File: config.mk
export PLATFORM = sky130hd
export DESIGN_NAME = alu_ctrl_decode
export DESIGN_NICKNAME = d
export VERILOG_FILES = /design/src/rtl/alu_ctrl_decode.sv
export SDC_FILE = /design/constraint.sdc
export NUM_CORES = 1
export LEC_CHECK = 0
export BUFFER_PORTS_ARGS = -buffer_cell sky130_fd_sc_hd__buf_2
export CORE_MARGIN = 4
export CORE_UTILIZATION = 40
export CTS_CLUSTER_DIAMETER = 30
export DETAILED_ROUTE_END_ITERATION = 8
export GPL_ROUTABILITY_DRIVEN = 0
export MAX_ROUTING_LAYER = met4
export PLACE_DENSITY_LB_ADDON = 0.05
export SKIP_LAST_GASP = 1
export SLEW_MARGIN = 20
export SYNTH_ARGS = -nofsm -noshare
export SYNTH_HDL_FRONTEND = slang
export SYNTH_SLANG_ARGS = --single-unit
File: constraint.sdc
create_clock -name CLK -period 2.1 [get_ports CLK]
set_clock_uncertainty 0.1 [all_clocks]
set_input_delay 0.42 -clock CLK [delete_from_list [all_inputs] [get_ports CLK]]
set_output_delay 0.42 -clock CLK [all_outputs]
set_load 0.01 [all_outputs]
File: src/rtl/alu_ctrl_decode.sv
// RV32I decode stage: turns an instruction/PC pair into a registered ID/EX slot
// carrying the ALU control code, operand selects, immediate and pipeline controls.
module alu_ctrl_decode #(
   parameter int unsigned     XLEN         = 32,
   parameter logic [XLEN-1:0] RESET_PC_TAG = {XLEN{1'b0}}
) (
   input  logic            CLK,
   input  logic            RESET_N,
   input  logic            in_valid,
   output logic            in_ready,
   input  logic [31:0]     in_instr,
   input  logic [XLEN-1:0] in_pc,
   input  logic            flush,
   output logic            ex_valid,
   input  logic            ex_ready,
   output logic [4:0]      ALU_control,
   output logic [1:0]      a_sel,
   output logic            b_sel,
   output logic [XLEN-1:0] imm,
   output logic [4:0]      rs1,
   output logic [4:0]      rs2,
   output logic [4:0]      rd,
   output logic            reg_write,
   output logic            mem_read,
   output logic            mem_write,
   output logic            branch,
   output logic            br_on_zero,
   output logic            jump,
   output logic            wb_invert,
   output logic            illegal,
   output logic [XLEN-1:0] ex_pc
);

   localparam logic [6:0] OPC_LUI    = 7'b0110111;
   localparam logic [6:0] OPC_AUIPC  = 7'b0010111;
   localparam logic [6:0] OPC_JAL    = 7'b1101111;
   localparam logic [6:0] OPC_JALR   = 7'b1100111;
   localparam logic [6:0] OPC_BRANCH = 7'b1100011;
   localparam logic [6:0] OPC_LOAD   = 7'b0000011;
   localparam logic [6:0] OPC_STORE  = 7'b0100011;
   localparam logic [6:0] OPC_IMM    = 7'b0010011;
   localparam logic [6:0] OPC_REG    = 7'b0110011;

   localparam logic [6:0] F7_BASE = 7'b0000000;
   localparam logic [6:0] F7_ALT  = 7'b0100000;

   localparam logic [4:0] ALU_ADD  = 5'b00000;
   localparam logic [4:0] ALU_SUB  = 5'b00010;
   localparam logic [4:0] ALU_SLL  = 5'b00100;
   localparam logic [4:0] ALU_SLT  = 5'b01000;
   localparam logic [4:0] ALU_SLTU = 5'b01100;
   localparam logic [4:0] ALU_XOR  = 5'b10000;
   localparam logic [4:0] ALU_SRL  = 5'b10100;
   localparam logic [4:0] ALU_SRA  = 5'b10110;
   localparam logic [4:0] ALU_OR   = 5'b11000;
   localparam logic [4:0] ALU_BGE  = 5'b11010;
   localparam logic [4:0] ALU_AND  = 5'b11100;
   localparam logic [4:0] ALU_BGEU = 5'b11110;
   localparam logic [4:0] ALU_PASS = 5'b11111;

   logic [6:0]      opcode_s;
   logic [2:0]      funct3_s;
   logic [6:0]      funct7_s;
   logic [31:0]     imm_i_s, imm_s_s, imm_b_s, imm_u_s, imm_j_s, shamt_s;
   logic [31:0]     imm32_s;
   logic [XLEN-1:0] imm_ext_s;
   logic [4:0]      alu_s;
   logic [1:0]      a_sel_s;
   logic            b_sel_s, reg_write_s, mem_read_s, mem_write_s;
   logic            branch_s, br_on_zero_s, jump_s, wb_invert_s, illegal_s;
   logic            load_s;

   assign opcode_s = in_instr[6:0];
   assign funct3_s = in_instr[14:12];
   assign funct7_s = in_instr[31:25];

   assign imm_i_s = {{20{in_instr[31]}}, in_instr[31:20]};
   assign imm_s_s = {{20{in_instr[31]}}, in_instr[31:25], in_instr[11:7]};
   assign imm_b_s = {{19{in_instr[31]}}, in_instr[31], in_instr[7], in_instr[30:25],
                     in_instr[11:8], 1'b0};
   assign imm_u_s = {in_instr[31:12], 12'h000};
   assign imm_j_s = {{11{in_instr[31]}}, in_instr[31], in_instr[19:12], in_instr[20],
                     in_instr[30:21], 1'b0};
   assign shamt_s = {27'd0, in_instr[24:20]};

   assign imm_ext_s = XLEN'($signed(imm32_s));

   assign in_ready = !ex_valid || ex_ready;
   assign load_s   = in_valid && in_ready;

   // Instruction decode into slot controls
   always_comb begin
      alu_s        = ALU_ADD;
      a_sel_s      = 2'b00;
      b_sel_s      = 1'b0;
      imm32_s      = 32'h0000_0000;
      reg_write_s  = 1'b0;
      mem_read_s   = 1'b0;
      mem_write_s  = 1'b0;
      branch_s     = 1'b0;
      br_on_zero_s = 1'b0;
      jump_s       = 1'b0;
      wb_invert_s  = 1'b0;
      illegal_s    = 1'b0;
      case (opcode_s)
         OPC_LUI: begin
            alu_s = ALU_PASS; a_sel_s = 2'b10; b_sel_s = 1'b1;
            imm32_s = imm_u_s; reg_write_s = 1'b1;
         end
         OPC_AUIPC: begin
            alu_s = ALU_PASS; a_sel_s = 2'b01; b_sel_s = 1'b1;
            imm32_s = imm_u_s; reg_write_s = 1'b1;
         end
         OPC_JAL: begin
            a_sel_s = 2'b01; b_sel_s = 1'b1; imm32_s = imm_j_s;
            jump_s = 1'b1; reg_write_s = 1'b1;
         end
         OPC_JALR: begin
            b_sel_s = 1'b1; imm32_s = imm_i_s; jump_s = 1'b1; reg_write_s = 1'b1;
            illegal_s = (funct3_s != 3'b000);
         end
         OPC_LOAD: begin
            b_sel_s = 1'b1; imm32_s = imm_i_s; reg_write_s = 1'b1; mem_read_s = 1'b1;
         end
         OPC_STORE: begin
            b_sel_s = 1'b1; imm32_s = imm_s_s; mem_write_s = 1'b1;
         end
         OPC_BRANCH: begin
            branch_s = 1'b1; imm32_s = imm_b_s;
            // br_on_zero marks the compares whose taken condition is "ALU result zero"
            case (funct3_s)
               3'b000:  begin alu_s = ALU_SUB;  br_on_zero_s = 1'b1; end
               3'b001:  alu_s = ALU_SUB;
               3'b100:  alu_s = ALU_SLT;
               3'b101:  begin alu_s = ALU_BGE;  br_on_zero_s = 1'b1; end
               3'b110:  begin alu_s = ALU_SLTU; br_on_zero_s = 1'b1; end
               3'b111:  begin alu_s = ALU_BGEU; br_on_zero_s = 1'b1; end
               default: illegal_s = 1'b1;
            endcase
         end
         OPC_IMM: begin
            b_sel_s = 1'b1; reg_write_s = 1'b1; imm32_s = imm_i_s;
            case (funct3_s)
               3'b000:  alu_s = ALU_ADD;
               3'b010:  alu_s = ALU_SLT;
               3'b011:  begin alu_s = ALU_SLTU; wb_invert_s = 1'b1; end
               3'b100:  alu_s = ALU_XOR;
               3'b110:  alu_s = ALU_OR;
               3'b111:  alu_s = ALU_AND;
               3'b001: begin
                  alu_s = ALU_SLL; imm32_s = shamt_s;
                  illegal_s = (funct7_s != F7_BASE);
               end
               3'b101: begin
                  imm32_s = shamt_s;
                  alu_s = (funct7_s == F7_ALT) ? ALU_SRA : ALU_SRL;
                  illegal_s = (funct7_s != F7_BASE) && (funct7_s != F7_ALT);
               end
               default: illegal_s = 1'b1;
            endcase
         end
         OPC_REG: begin
            reg_write_s = 1'b1;
            case ({funct7_s, funct3_s})
               {F7_BASE, 3'b000}: alu_s = ALU_ADD;
               {F7_BASE, 3'b001}: alu_s = ALU_SLL;
               {F7_BASE, 3'b010}: alu_s = ALU_SLT;
               {F7_BASE, 3'b011}: begin alu_s = ALU_SLTU; wb_invert_s = 1'b1; end
               {F7_BASE, 3'b100}: alu_s = ALU_XOR;
               {F7_BASE, 3'b101}: alu_s = ALU_SRL;
               {F7_BASE, 3'b110}: alu_s = ALU_OR;
               {F7_BASE, 3'b111}: alu_s = ALU_AND;
               {F7_ALT,  3'b000}: alu_s = ALU_SUB;
               {F7_ALT,  3'b101}: alu_s = ALU_SRA;
               default:           illegal_s = 1'b1;
            endcase
         end
         default: illegal_s = 1'b1;
      endcase
   end

   // ID/EX slot: flush beats load, load beats drain, otherwise everything holds
   always_ff @(posedge CLK or negedge RESET_N) begin
      if (!RESET_N) begin
         ex_valid    <= 1'b0;
         ALU_control <= ALU_ADD;
         a_sel       <= 2'b00;
         b_sel       <= 1'b0;
         imm         <= {XLEN{1'b0}};
         rs1         <= 5'd0;
         rs2         <= 5'd0;
         rd          <= 5'd0;
         reg_write   <= 1'b0;
         mem_read    <= 1'b0;
         mem_write   <= 1'b0;
         branch      <= 1'b0;
         br_on_zero  <= 1'b0;
         jump        <= 1'b0;
         wb_invert   <= 1'b0;
         illegal     <= 1'b0;
         ex_pc       <= RESET_PC_TAG;
      end else if (flush) begin
         ex_valid <= 1'b0;
      end else if (load_s) begin
         ex_valid <= 1'b1;
         ex_pc    <= in_pc;
         rs1      <= in_instr[19:15];
         rs2      <= in_instr[24:20];
         rd       <= in_instr[11:7];
         // Unsupported encodings still occupy the slot so the trap logic sees them
         if (illegal_s) begin
            ALU_control <= ALU_ADD;
            a_sel       <= 2'b00;
            b_sel       <= 1'b0;
            imm         <= {XLEN{1'b0}};
            reg_write   <= 1'b0;
            mem_read    <= 1'b0;
            mem_write   <= 1'b0;
            branch      <= 1'b0;
            br_on_zero  <= 1'b0;
            jump        <= 1'b0;
            wb_invert   <= 1'b0;
            illegal     <= 1'b1;
         end else begin
            ALU_control <= alu_s;
            a_sel       <= a_sel_s;
            b_sel       <= b_sel_s;
            imm         <= imm_ext_s;
            reg_write   <= reg_write_s;
            mem_read    <= mem_read_s;
            mem_write   <= mem_write_s;
            branch      <= branch_s;
            br_on_zero  <= br_on_zero_s;
            jump        <= jump_s;
            wb_invert   <= wb_invert_s;
            illegal     <= 1'b0;
         end
      end else if (ex_ready) begin
         ex_valid <= 1'b0;
      end else begin
         ex_valid <= ex_valid;
      end
   end

endmodule

### Yosys cells after proc, flatten, opt, wreduce, memory -nomap -nowiden

Index checks and enable logic that the tools add are counted.

| operators by class | value |
|---|---|
| equality and inequality tests | 27 |
| muxes and demuxes | 38 |
| bitwise gates (word level) | 1 |
| reductions and logical operators | 22 |

Operator list:

| kind | count |
|---|---|
| 32-bit one-hot mux with 6 select lines | 1 |
| 32-bit two-way mux | 2 |
| 5-bit one-hot mux with 9 select lines | 1 |
| 10-bit by 3-bit == test with 1-bit output (second input constant) | 4 |
| 5-bit one-hot mux with 8 select lines | 1 |
| 7-bit by 6-bit == test with 1-bit output (second input constant) | 4 |
| 5-bit one-hot mux with 5 select lines | 1 |
| 1-bit two-way mux | 24 |
| 7-bit == test (second input constant) | 3 |
| 10-bit by 2-bit == test with 1-bit output (second input constant) | 2 |
| 10-bit by 9-bit == test with 1-bit output (second input constant) | 2 |
| 5-bit one-hot mux with 4 select lines | 1 |
| 7-bit by 5-bit == test with 1-bit output (second input constant) | 2 |
| 7-bit OR reduction | 2 |
| 3-bit == test (second input constant) | 4 |
| 2-bit OR reduction | 6 |
| 10-bit by 1-bit == test with 1-bit output (second input constant) | 1 |
| 10-bit logical NOT | 1 |
| 10-bit OR reduction | 1 |
| 7-bit by 2-bit == test with 1-bit output (second input constant) | 1 |
| 7-bit by 6-bit inequality test with 1-bit output (second input constant) | 1 |
| 7-bit nonzero test | 1 |
| 3-bit by 2-bit == test with 1-bit output (second input constant) | 2 |
| 3-bit nonzero test | 2 |
| 15 further kinds | 18 |

| storage, ports and cells | value |
|---|---|
| register bits | 96 |
| word-level logic and storage cells | 105 |

### Logic depth before layout (Yosys ltp)

Gate-level depths: netlist of the first run.

| depth | value |
|---|---|
| word-level depth | 5 |
| depth in mapped cells | 8 |

### Least setup slack after synthesis of the first run

Ideal clock, no wire load.

| timing | value |
|---|---|
| kind | input-to-reg |
| start point | input port in_instr[25] |
| end point | register imm[10] |
| setup time | 67 ps |
| arrival time | 1731 ps |
| required time | 1933 ps |
| setup slack | 202 ps |
| stages | 6 |
| path buffers | 1 |
| cell sequence | nor4_4 nand3_1 a2111oi_4 and2_1 buf_2 a32o_1 |

| on the way | value |
|---|---|
| longest elaborated chain between the ends | 5 |
| elaborated cells between the ends (all ways) | 18 |
| those cells by class | 10 x eq/ne; 4 x mux; 4 x reduce/logical |

RTL lines:

| item | RTL line | RTL |
|---|---|---|
| from (decl) | 11 | `input logic [31:0] in_instr,` |
| 10-bit by 9-bit == test with 1-bit output (tied with other cells) | 164 | `case ({funct7_s, funct3_s})` |
| 10-bit OR reduction (no line) or 1-bit logical AND (tied branches) | n/a |  |
| 1-bit two-way mux or 1-bit one-hot mux with 2 select lines (tied branches) | 164, 143 |  |
| 1-bit one-hot mux with 5 select lines (*) | 105 | `case (opcode_s)` |
| 32-bit two-way mux (*) | 211 | `if (illegal_s) begin` |
| to (signal assigned) | 189 | `imm <= {XLEN{1'b0}};` |
| to (signal assigned) | 215 | `imm <= {XLEN{1'b0}};` |
| to (signal assigned) | 228 | `imm <= imm_ext_s;` |
| to (decl) | 19 | `output logic [XLEN-1:0] imm,` |

Every way passes the cells marked *; elsewhere a longest branch is shown, timed or not.
A chain may end at the register's enable or synchronous reset.

### Worst setup path in the final report of the first run

| timing | value |
|---|---|
| start point | input port in_instr[25] |
| end point | register imm[6] |

The elaborated chain is that of the path after synthesis.

==> summary.txt, run 1 <==
Status -> finished, final reports clean
Slew HR -> 0.550
Synth cell types -> 51
Clk sinks -> 96
CTS HTree Levels -> 3
Die Wd -> 111 um
DIE AREA -> 12300 um^2
Total grt overflow -> 0
Largest net degree at the start of global routing -> 44
Layout Area Growth over Synthesis -> 34.2%
Worst slew pin tran -> 672 ps
CP top delay family -> simple AND/OR/NAND/NOR gates
Worst setup EP type -> flop
# Post-CTS Setup Buffers -> 0
Final setup TNS -> 0 ps
Required @ worst endpoint -> 2300 ps
Cell Count Post-Placement -> 687
Most frequent cells in the layout -> buf_2, dfrtp_1, mux2_2
Final ANT Viol Nets -> 0
Path depth of the worst reg2reg path -> 5
Hold_sp -> flush
Syn Area/Cell -> 11.3 um^2
R2R Setup Slk -> 340 ps
CTS tree -> built
Worst path bufs/invs -> 1
Yosys top cell area share -> 0.566
Worst flop-to-flop path endpoint -> imm[6]
Vias in the first global route -> 3964
First-pass GRT wire length -> 19.8 mm
DRT Pass-1 Iters -> 5
Port bufs -> 165
Commonest non-fill, non-tap cell in the layout -> buf_2
Design Power -> 4.15 mW
CP Max Fanout -> 7
Initial core utilization -> 0.411
Clock transition at path regs -> 100 ps
DR WL/cell -> 17.2 um
Syn Inst Count -> 377
Post-DP HPWL -> 9.23 mm
Vias/cell -> 5.17
CTS buffer count -> 9
Seq/Total Area, Yosys -> 0.566
CTS hold repair buffers -> 1
Pins Over Slew Limit -> 0
DR iter-0 viols -> 159
Final hold vios -> 0
Worst r2r src -> ex_valid
VDD IR-drop max -> 468 uV
Hold crit path type -> in -> reg
Final worst setup slack -> 283 ps
Worst Hold Endpoint -> ex_valid
Initial antenna violation count -> 0
Worst skew pair latency -> 360 ps
IO Pins -> 166
Slowest CP cell -> a2111oi_4
# diodes -> 0
Die Ht -> 111 um
Layout cell share with drive strength beyond 1 -> 0.475
RSZ-0062 raised after global routing -> no
Worst setup path class -> in -> reg
Seq cells post-synth -> 96
Setup-failing EPs final -> 0
Setup WS pre-CTS -> -114 ps
Overall Global Routing Usage -> 0.205
Tcrit/Tclk final -> 0.865
Post-cts resize count -> 0
Crit path from -> in_instr[25]
Ys async rst share -> 1.00
Detailed-route DRC error count -> 0
Setup crit start kind -> input port
Root buffer cell -> clkbuf_8
Synth area leaders -> dfrtp_1, mux2_2, o21ai_1
Max cap viols -> 0
Crit-path max cell delay -> 430 ps
Final cell count without fillers -> 704
Cell accounting for the most synthesized area -> dfrtp_1
Synth warn -> 0
Ys flop type -> dfrtp_1
Clock tree buffer depth -> 2
Final wirelength -> 12.1 mm
Leak -> 2.80 nW
Via Count -> 3641
Core Region -> 10300 um^2
Hold Crit Depth -> 2
Mapped Area -> 4240 um^2
Power per cell area -> 728 nW/um^2
Fin nets -> 632
Post-synth EDFFs -> 0
Crit path DAT -> 2010 ps
Crit path time final -> 1820 ps
Fmax -> 0.550 GHz
Synthesized net count -> 446
Row count -> 37
Crit path cell chain -> buf_2 -> nor4_4 -> nand3_1 -> a2111oi_4 -> and2_1 -> a32o_1
Hold Slack -> 98.8 ps
worst register-to-register path: stages, from the launching register on:
cell       delay (ps)
dfrtp_1           400
nand2b_1          110
nand3b_1          210
a2111oi_4         320
and2_1            340
a32o_1            210
stage by stage:
| step | util | instance area [um^2] |
|---|---|---|
| floorplan | - | 4240 |
| global placement | 0.530 | 5470 |
| detailed placement | 0.530 | 5470 |
| CTS | 0.552 | 5700 |
| global route | 0.552 | 5700 |
| finish | 0.552 | 5700 |
metal layers:
metal	global-route usage	vias up	share of wire
met4	0.0722	0	0.014
met1	0.258	1772	0.44
met2	0.332	133	0.49
li1	-	1721	-
met3	0.0377	15	0.061
met5	-	-	0
sequential cells by signal (all words and copies together), names as in the netlist:
name / count
ex_pc: 32
imm: 32
ALU_control: 5
rd: 5
rs1: 5
rs2: 5
a_sel: 2
b_sel: 1
br_on_zero: 1
branch: 1
ex_valid: 1
illegal: 1
jump: 1
mem_read: 1
mem_write: 1
reg_write: 1
wb_invert: 1
kinds of logic (layout without fill, tap and decap cells):
| kind of cell | Yosys count | in the layout | share of synthesized area |
|---|---|---|---|
| mux | 48 | 48 | 0.127 |
| buf+inv | 34 | 225 | 0.0324 |
| xor+xnor | 2 | 2 | 0.00413 |
| simple gates | 95 | 95 | 0.117 |
| compound gates | 102 | 102 | 0.153 |
| flops | 96 | 96 | 0.566 |
cells in the mapped netlist (all sizes together), types with 5 or more instances:
library cell  number
a21oi             24
o21ai             44
mux2              48
nor2              12
buf                9
nand2             43
dfrtp             96
clkbuf            19
nand3              5
a32o               7
nand2b             6
inv                6
layout make-up:
class                           instances  area [um^2]
Clock inverter                          6         91.3
Multi-Input combinational cell        247         1700
Fill cell                             915         4630
Tap cell                              136          170
Inverter                                6         22.5
Timing Repair Buffer                  203         1180
Clock buffer                           10          128
Sequential cell                        96         2400
worst max-delay path by stage:
stage                     endpoint  slack [ps]  cells past startpoint
after floorplan            imm[10]         200                      6
after global placement      branch         -80                      6
after detailed placement    branch        -110                      6
after CTS                   branch         270                      6
after global routing       imm[30]         160                      8
final                       imm[6]         280                      6
power breakdown:
part,internal (mW),switching [mW],leakage [nW]
logic,0.357,0.376,1.46
registers,2.01,0.0759,1.23
clock network,0.678,0.656,0.104
total,3.04,1.11,2.80
Power figures use the tool's default switching activity.
==> inputs of run 2 (changes only) <==
--- a/config.mk
+++ b/config.mk
@@ -7,12 +7,14 @@
 export LEC_CHECK = 0
 export BUFFER_PORTS_ARGS = -buffer_cell sky130_fd_sc_hd__buf_2
 export CORE_MARGIN = 4
-export CORE_UTILIZATION = 40
+export CORE_UTILIZATION = 49
 export CTS_CLUSTER_DIAMETER = 30
 export DETAILED_ROUTE_END_ITERATION = 8
 export GPL_ROUTABILITY_DRIVEN = 0
 export MAX_ROUTING_LAYER = met4
 export PLACE_DENSITY_LB_ADDON = 0.05
+export RECOVER_POWER = 25
+export SETUP_SLACK_MARGIN = 0.05
 export SKIP_LAST_GASP = 1
 export SLEW_MARGIN = 20
 export SYNTH_ARGS = -nofsm -noshare
==> summary.txt, run 2 (synthesis results as in run 1) <==
DRT Pass-1 Iters -> 5
# fillers -> 720
Crit path DAT -> 2080 ps
Commonest non-fill, non-tap cell in the layout -> buf_2
Post-DP HPWL -> 8.86 mm
Required @ worst endpoint -> 2300 ps
Final setup TNS -> 0 ps
Final ANT Viol Nets -> 0
CTS HTree Levels -> 3
Port bufs -> 165
Power per cell area -> 715 nW/um^2
CP Max Fanout -> 7
Row count -> 33
Clk sinks -> 96
Post-DP Area -> 5360 um^2
First-pass GRT wire length -> 18.2 mm
Post-cts resize count -> 0
Most frequent cells in the layout -> buf_2, dfrtp_1, mux2_2
Root buffer cell -> clkbuf_8
RSZ-0062 raised after global routing -> no
Total grt overflow -> 0
Core Region -> 8300 um^2
DIE AREA -> 10200 um^2
Clock tree buffer depth -> 2
Worst setup path class -> reg -> reg
Worst setup EP type -> flop
Layout Area Growth over Synthesis -> 31.0%
IO Pins -> 166
Vias/cell -> 5.43
Leak -> 2.75 nW
CTS tree -> built
Worst skew pair latency -> 370 ps
Setup crit start kind -> flop
Top Registers -> ex_pc x32, imm x32
Layout cell share with drive strength beyond 1 -> 0.473
Initial antenna violation count -> 0
Vias in the first global route -> 3723
Hold crit path type -> in -> reg
Fin util -> 0.670
Detailed-route DRC error count -> 0
Initial core utilization -> 0.511
Slew HR -> 0.323
Cell area after layout -> 5560 um^2
Die Ht -> 101 um
Via Count -> 3630
# diodes -> 0
Pins Over Slew Limit -> 0
Max cap viols -> 0
Clock transition at path regs -> 110 ps
DR iter-0 viols -> 159
Final hold vios -> 0
Crit path time final -> 1880 ps
Worst slew pin tran -> 1020 ps
Tcrit/Tclk final -> 0.897
Overall Global Routing Usage -> 0.236
Die Wd -> 101 um
Fmax -> 0.531 GHz
CTS buffer count -> 9
Largest net degree at the start of global routing -> 41
Status -> finished, final reports clean
DR WL/cell -> 17.2 um
Setup-failing EPs final -> 0
Final wirelength -> 11.5 mm
VDD IR-drop max -> 457 uV
Fin nets -> 628
==> run 2: area by class of cell <==
type | count | area, um^2 | share of cell area
Inverter | 6 | 22.5 | 0.00405
Timing Repair Buffer | 199 | 1100 | 0.199
Clock buffer | 9 | 124 | 0.0223
Sequential cell | 96 | 2400 | 0.432
Tap cell | 105 | 131 | 0.0236
Multi-Input combinational cell | 247 | 1700 | 0.306
Clock inverter | 7 | 72.6 | 0.0131
==> run 2: final timing paths <==
kind	start	end	slack, ps	depth (start not counted)
min in group asynchronous	RESET_N	ex_pc[1]	650	2
hold / removal	flush	ex_valid	90	2
setup / recovery	ex_valid	imm[8]	220	5
setup reg to reg	ex_valid	imm[8]	220	5
max in group asynchronous	RESET_N	imm[5]	370	3
hold reg to reg	wb_invert	wb_invert	390	2
==> run 2: stage by stage <==
step	worst slack, ps	power, mW	hold WS (ps)	instances
after CTS	203	4.01	88.7	669
after global placement	-51.1	2.82	325	652
after detailed placement	-113	2.84	331	652
after global routing	102	4.17	86.6	669
after floorplan	202	2.46	24.4	377
final	216	3.97	94.1	669
==> run 2: where the power goes <==
group / switching [mW] / internal, mW
Sequential: 0.0726 / 2.01
Combinational: 0.373 / 0.342
Clock: 0.715 / 0.465
==> run 2: critical path, cell delays in order, from the launching register on <==
cell	delay [ps]
dfrtp_1	400
nand2b_1	110
nand3b_1	270
a2111oi_4	380
and2_1	340
a32o_1	220
==> run 2: repair_timing <==
action	in CTS	in global routing
hold buffers	1	0
hold endpoints to repair	37	0
buffers inserted	0	0
==> run 2: routing by layer <==
| metal | track usage | up-vias | wire, um |
|---|---|---|---|
| met3 | 0.0512 | 16 | 968 |
| met1 | 0.305 | 1740 | 4760 |
| met2 | 0.378 | 161 | 5580 |
| met4 | 0.0654 | 0 | 179 |
| li1 | - | 1713 | - |
| met5 | - | - | 0 |
